### config.mk
export PLATFORM = sky130hd
export DESIGN_NAME = mem_stage_lsu
export DESIGN_NICKNAME = d
export VERILOG_FILES = /design/src/rtl/mem_stage_lsu.sv
export SDC_FILE = /design/constraint.sdc
export NUM_CORES = 1
export LEC_CHECK = 0
export BUFFER_PORTS_ARGS = -buffer_cell sky130_fd_sc_hd__buf_2
export CAP_MARGIN = 20
export CORE_UTILIZATION = 52
export CTS_CLUSTER_DIAMETER = 30
export DETAILED_ROUTE_END_ITERATION = 10
export PLACE_DENSITY = 0.86
export SLEW_MARGIN = 15
export SYNTH_ARGS = -nofsm -noshare
export SYNTH_HDL_FRONTEND = slang
export SYNTH_SLANG_ARGS = --single-unit
### constraint.sdc
create_clock -name clk -period 5.2 [get_ports clk]
set_input_delay 0.52 -clock clk [delete_from_list [all_inputs] [get_ports clk]]
set_output_delay 0.52 -clock clk [all_outputs]
set_load 0.005 [all_outputs]
### src/rtl/mem_stage_lsu.sv
// mem_stage_lsu: memory-stage load/store unit of the 5-stage pipeline.
// Takes the MEM-stage address and store data, runs one request/ready
// transaction on the data bus, then aligns and extends the load data
// into Data_R_out, which feeds the MEM/WB register.
//
// Ports:
//   clk, reset                   clock, async active-low reset
//   mem_read_mem, mem_write_mem  instruction in MEM is a load / store
//   funct3_mem                   access width and sign
//   addr_in, store_data_in       byte address, rs2 value
//   dmem_req/we/addr/wdata/wstrb registered bus request
//   dmem_rdata, dmem_ready       bus response
//   Data_R_out                   registered load result
//   stall_mem                    freezes the upstream pipeline registers
//   misaligned                   misaligned-access flag to trap logic
//
// state | meaning
// IDLE  | waiting for an access; issues the request on the next edge
// BUSY  | request outstanding, bus outputs held until dmem_ready
// DONE  | result ready, pipeline advances; inputs ignored for one cycle
module mem_stage_lsu #(
  parameter int WIDTH = 32
) (
  input  logic             clk,
  input  logic             reset,
  input  logic             mem_read_mem,
  input  logic             mem_write_mem,
  input  logic [2:0]       funct3_mem,
  input  logic [WIDTH-1:0] addr_in,
  input  logic [WIDTH-1:0] store_data_in,
  output logic             dmem_req,
  output logic             dmem_we,
  output logic [WIDTH-1:0] dmem_addr,
  output logic [WIDTH-1:0] dmem_wdata,
  output logic [3:0]       dmem_wstrb,
  input  logic [WIDTH-1:0] dmem_rdata,
  input  logic             dmem_ready,
  output logic [WIDTH-1:0] Data_R_out,
  output logic             stall_mem,
  output logic             misaligned
);

  typedef enum logic [1:0] {
    IDLE = 2'd0,
    BUSY = 2'd1,
    DONE = 2'd2
  } state_t;

  state_t           state;
  state_t           state_nxt;
  logic             access;
  logic             mis_cond;
  logic             issue;
  logic [1:0]       addr_lo;
  logic [2:0]       funct3_q;
  logic [WIDTH-1:0] wdata_fmt;
  logic [3:0]       wstrb_fmt;
  logic [WIDTH-1:0] shifted;
  logic [WIDTH-1:0] load_val;

  assign access = mem_read_mem | mem_write_mem;

  // Codes 011/110/111 fall into the word case.
  always_comb begin
    case (funct3_mem[1:0])
      2'b00:   mis_cond = 1'b0;
      2'b01:   mis_cond = addr_in[0];
      default: mis_cond = |addr_in[1:0];
    endcase
  end

  always_ff @(posedge clk or negedge reset) begin
    if (!reset) state <= IDLE;
    else        state <= state_nxt;
  end

  always_comb begin
    state_nxt = state;
    case (state)
      IDLE:    if (access && !mis_cond) state_nxt = BUSY;
      BUSY:    if (dmem_ready) state_nxt = DONE;
      DONE:    state_nxt = IDLE;
      default: state_nxt = IDLE;
    endcase
  end

  // Flags are gated by reset so they read 0 while reset is held,
  // whatever the instruction inputs show.
  always_comb begin
    stall_mem  = 1'b0;
    misaligned = 1'b0;
    issue      = 1'b0;
    if (reset) begin
      case (state)
        IDLE: begin
          if (access) begin
            if (mis_cond) begin
              misaligned = 1'b1;
            end else begin
              stall_mem = 1'b1;
              issue     = 1'b1;
            end
          end
        end
        BUSY:    stall_mem = 1'b1;
        default: ;
      endcase
    end
  end

  always_comb begin
    wdata_fmt = store_data_in;
    wstrb_fmt = 4'b1111;
    case (funct3_mem[1:0])
      2'b00: begin
        wdata_fmt = {4{store_data_in[7:0]}};
        wstrb_fmt = 4'b0001 << addr_in[1:0];
      end
      2'b01: begin
        wdata_fmt = {2{store_data_in[15:0]}};
        wstrb_fmt = 4'b0011 << addr_in[1:0];
      end
      default: ;
    endcase
    if (!mem_write_mem) wstrb_fmt = 4'b0000;
  end

  assign shifted = dmem_rdata >> {addr_lo, 3'b000};

  always_comb begin
    case (funct3_q)
      3'b000:  load_val = {{24{shifted[7]}}, shifted[7:0]};
      3'b001:  load_val = {{16{shifted[15]}}, shifted[15:0]};
      3'b100:  load_val = {24'd0, shifted[7:0]};
      3'b101:  load_val = {16'd0, shifted[15:0]};
      default: load_val = shifted;
    endcase
  end

  // dmem_we is still set on the completing edge, so it tells a store
  // from a load without a separate flag.
  always_ff @(posedge clk or negedge reset) begin
    if (!reset) begin
      dmem_req   <= 1'b0;
      dmem_we    <= 1'b0;
      dmem_addr  <= '0;
      dmem_wdata <= '0;
      dmem_wstrb <= 4'b0000;
      Data_R_out <= '0;
      addr_lo    <= 2'b00;
      funct3_q   <= 3'b000;
    end else if (issue) begin
      dmem_req   <= 1'b1;
      dmem_we    <= mem_write_mem;
      dmem_addr  <= {addr_in[WIDTH-1:2], 2'b00};
      dmem_wdata <= wdata_fmt;
      dmem_wstrb <= wstrb_fmt;
      addr_lo    <= addr_in[1:0];
      funct3_q   <= funct3_mem;
    end else if (state == BUSY && dmem_ready) begin
      dmem_req <= 1'b0;
      dmem_we  <= 1'b0;
      if (!dmem_we) Data_R_out <= load_val;
    end
  end

endmodule

Word-level counts from Yosys, hierarchy flattened. Cells that the tools add are included.

Reductions and logical operators: 10. Multiplexer cells: 21. Bitwise gates (word level): 3. Equal/unequal tests: 7. Shifts and indexed selects: 3.

Operators with widths (number): one-hot mux 32 bit (4 select lines) (1); one-hot mux 32 bit (2 select lines) (1); >> shifter 32 x 5 -> 32 bit (1); 2-to-1 mux 1 bit (12); one-hot mux 4 bit (2 select lines) (1); == test 3 bit, second input constant (2); == test 2 x 1 -> 1 bit, second input constant (2); zero test 2 bit (2); 2-to-1 mux 2 bit (2); 2-to-1 mux 4 bit (1); != test 2 bit, second input constant (2); one-hot mux 1 bit (2 select lines) (2); one-hot mux 2 bit (2 select lines) (1); << shifter 1 x 2 -> 4 bit, first input constant (1); << shifter 2 x 2 -> 4 bit, first input constant (1); == test 3 x 1 -> 1 bit, second input constant (1); zero test 3 bit (1); AND reduction 3 bit (1); logical AND 1 bit (2); NOT 1 bit (2); AND reduction 2 bit (1); nonzero test 2 bit (1); OR reduction 2 bit (1); zero test 1 bit (1); OR 1 bit (1).

Flip-flop bits (word level): 107. Input bits: 104.

Depth between registers and ports, before layout.
Word-level depth: 8. Gate-level depth with buffers: 7.

Least setup slack after synthesis. No wires, ideal clock.

Path type: input -> register. From: input port mem_write_mem. To: register addr_lo[1]. Library setup time: 128 ps. Data arrival time: 1711 ps. Path buffers: 2. Required time: 5072 ps. Stages on the path: 5. Slack: 3361 ps. Path through: or2_1 -> nand4_1 -> clkbuf_1 -> buf_2 -> mux2_1.

Longest elaborated chain between the ends: 4.

Ends and longest elaborated chain: start, declared (line 27) `input logic mem_write_mem,`; OR 1 bit (line 61) `assign access = mem_read_mem | mem_write_mem;`; 2-to-1 mux 1 bit (line 96) `if (access) begin`; 2-to-1 mux 1 bit (line 94) `case (state)`; 2-to-1 mux 1 bit (line 93) `if (reset) begin`; end signal, assigned (line 158) `addr_lo <= addr_in[1:0];`; end, declared (line 54) `logic [1:0] addr_lo;`.

Every way passes these cells. A chain may end at the register's enable or synchronous reset.

Worst setup path in the final report.
From: input port reset. To: output port misaligned.

Longest elaborated chain between the ends: 1.

Ends and longest elaborated chain: start, declared (line 25) `input logic reset,`; 2-to-1 mux 1 bit (line 93); end, declared (line 40) `output logic misaligned`.

Every way passes these cells.

==> impl_metrics.toml <==
[placement]
placed_area_sq_um = 6047
globalplace.congestion = 0.8515
dp_slack_ns = 2.635
portBuffers = 205
place.detailed.hpwl_mm = 9.170

[pwr]
switching_share_pct = 35.15
p_clk_share_pct = 16.9
p_int_w = 0.002039
leakagePower_nw = 3.072
pwr-share-comb_pct = 38.1
power.net_switching_w = 0.001105
power.ir.vdd_worst_mv = 0.2148
seqPwrFrac_pct = 44.9
p_per_area_nw_per_um2 = 502.7

[cts]
cts_setup_buffers = 0
cts_tree = "built"
clock_latency_ns = 0.37
clock_sinks = 107
clk_pin_slew_worst_paths_ns = 0.10
cts-htree-levels = 3
hold_buffers = 0
clock_tree.root_cell = "clkbuf_8"
clk_path_buf_depth = 2
cts_buffers = 9
cts_resized = 0

[yosys]
avgSynthCellArea_sq_um = 11.06
syn_area_sq_um = 4956
ys_seq_area_share_pct = 54.03
synth_cells = 448
synth_edf_count = 0
synth_ff_type = "dfrtp_1"
ys_types = 34
ys_top_cells_by_count = "dfrtp_1 (107), mux2_1 (43), mux2i_1 (40)"
synth-seq-cells = 107
ys_warn_count = 0
async_flop_share_pct = 100.0
yosys.area.top_type = "dfrtp_1"
synth_area_leaders = "dfrtp_1 (54%), mux2_1 (9.8%), mux2i_1 (8.1%)"
netlist.area_leader.share_pct = 54.03
synth_most_common_cell = "dfrtp_1"

[grt]
grt_first_pass_wirelength_mm = 19.98
track_usage_pct = 25.82
overflow = 0
grt_antenna_before_repair = 0
grt-busiest-layer = "met2"
grt_start_max_net_pins = 67
use_met1_pct = 32.05
grtUsageMet3_pct = 6.325
grt_pass1_vias = 4143
use_met2_pct = 43.91

[cells_and_area]
num-nets-final = 742
drive_gt1_share_pct = 37.33
final_area_sq_um = 6255
syn2layout_area_growth_pct = 26.21
fillers = 745
final_core_util_pct = 67.69
antenna_cells = 0

[route]
antenna_left = 0
dr.first_iter.drc_count = 109
viasPerCell = 5.391
finalWirelength_mm = 12.47
post_drt_wl_per_cell_um = 16.15
vias = 4162
drc = 0
first_pass_iters = 5

[setup_path]
cp-end-kind = "output port"
startpoint_type = "input pin"
path_buf_inv = 2
worstPathMaxFanout = 51
crit_slowest_cell = "buf_4"
startpoint = "reset"
reg2reg_slack_ns = 3.07
arrival_ns = 1.79
worstReg2RegStart = "addr_lo[1]"
crit_type = "input pin to output port"
cpPeakStageDelay_ns = 0.49
crit_path_cell_trace = "buf_4 -> nor3b_1 -> nand2_1 -> a21oi_1 -> buf_2"
crit_required_ns = 4.68
cp.depth = 5
critPathCapture = "misaligned"
r2r_cells = 4
cp_top_family = "buffers and inverters"
timing.rr.end = "Data_R_out[21]"

[die]
ioPinCount = 208
dieArea_sq_um = 9925
rows = 35
start_util_pct = 53.64
fp.dieH_um = 99.63
die_w_um = 99.63
fp.coreArea_sq_um = 9240

[timing]
slew_violations = 0
fin_ws_ns = 2.885
timing.slew.headroom_pct = 33.07
tightest_slew_ns = 1.000
fin_worst_skew_ns = 0.008834
rsz0062_at_grt = "false"
tns_ns = 0
finalWorstPathRequiredPeriod_ns = 2.315
hold_viol = 0
fmax_mhz = 432.0
setup_viol = 0
post-route-period-util_pct = 44.51

[run]
maxCapViolCount = 0

[status]
outcome = "finished clean"

[hold_path]
min_path_type = "input pin to asynchronous set/reset pin"
placed cells by master, fill, tap and decap left out, types with 8 or more instances in the layout:
master | synthesis | final
a211oi_1 | 8 | 8
a21oi_1 | 36 | 36
a31oi_1 | 10 | 10
buf_2 | 9 | 204
clkbuf_8 | 0 | 10
dfrtp_1 | 107 | 107
mux2_1 | 43 | 43
mux2_2 | 8 | 8
mux2i_1 | 40 | 40
nand2_1 | 39 | 39
nand3b_1 | 8 | 8
nor2_1 | 39 | 38
nor2b_1 | 8 | 8
o21ai_0 | 11 | 11
o21ai_1 | 29 | 29
o22a_1 | 8 | 8
power groups by stage:
stage               Sequential, W  Clock, W  Combinational [W]
floorplan                 0.00143         0           0.000641
global placement          0.00140         0            0.00116
detailed placement        0.00143         0            0.00121
CTS                       0.00142  0.000544            0.00121
global route              0.00146  0.000570            0.00133
finish                    0.00141  0.000532            0.00120
layout make-up:
class / count / area [sq um] / area share, %
inverter: 3 / 11.26 / 0.1800
tap: 129 / 161.4 / 2.581
timing repair buffer: 211 / 1074 / 17.16
multi-input combinational: 306 / 2123 / 33.95
sequential: 107 / 2678 / 42.81
clock buffer: 10 / 137.6 / 2.200
clock inverter: 6 / 70.07 / 1.120
worst min path at each step:
stage / depth (start not counted) / start / slack (ns) / endpoint
final: 1 / reset / 0.17 / funct3_q[2]
after global routing: 1 / reset / 0.21 / Data_R_out[16]
after CTS: 1 / reset / 0.18 / dmem_addr[13]
after detailed placement: 2 / dmem_wdata[24] / 0.48 / dmem_wdata[24]
after global placement: 2 / dmem_wdata[10] / 0.47 / dmem_wdata[10]
after floorplan: 0 / reset / 0.22 / Data_R_out[0]
per-stage QoR:
step	power, W	hold slack [ns]	instances
2_1_floorplan	0.002066	0.2244	449
3_3_place_gp	0.002566	0.4660	756
3_5_place_dp	0.002632	0.4754	756
4_1_cts	0.003168	0.1820	772
5_1_grt	0.003363	0.2139	772
6_report	0.003144	0.1722	772
routing by layer:
layer  vias up  part of all wire, %
met4         0                  2.2
met3        25                  7.4
met2       174                   49
met5         -                    0
li1       1966                    -
met1      1997                   41
sequential cells by signal, summed over array words and instances (netlist names):
| register | flops |
|---|---|
| Data_R_out | 32 |
| addr_lo | 2 |
| dmem_addr | 30 |
| dmem_req | 1 |
| dmem_wdata | 32 |
| dmem_we | 1 |
| dmem_wstrb | 4 |
| funct3_q | 3 |
| state | 2 |
worst reg2reg max path, cell delays in order (launching register included):
cell	delay (ns)
dfrtp_1	0.74
mux2_4	0.36
a211o_1	0.33
a211o_4	0.40
o22a_1	0.20
logic make-up after synthesis:
| group | after synthesis | share of synthesized area (%) |
|---|---|---|
| multiplexers | 93 | 20.42 |
| AO/OA/AOI/OAI | 105 | 12.29 |
| other | 1 | 0.07567 |
| AND/OR/NAND/NOR | 106 | 9.922 |
| flip-flops | 107 | 54.03 |
| buffers and inverters | 36 | 3.256 |
No activity file was read; power rests on OpenSTA's default activity.
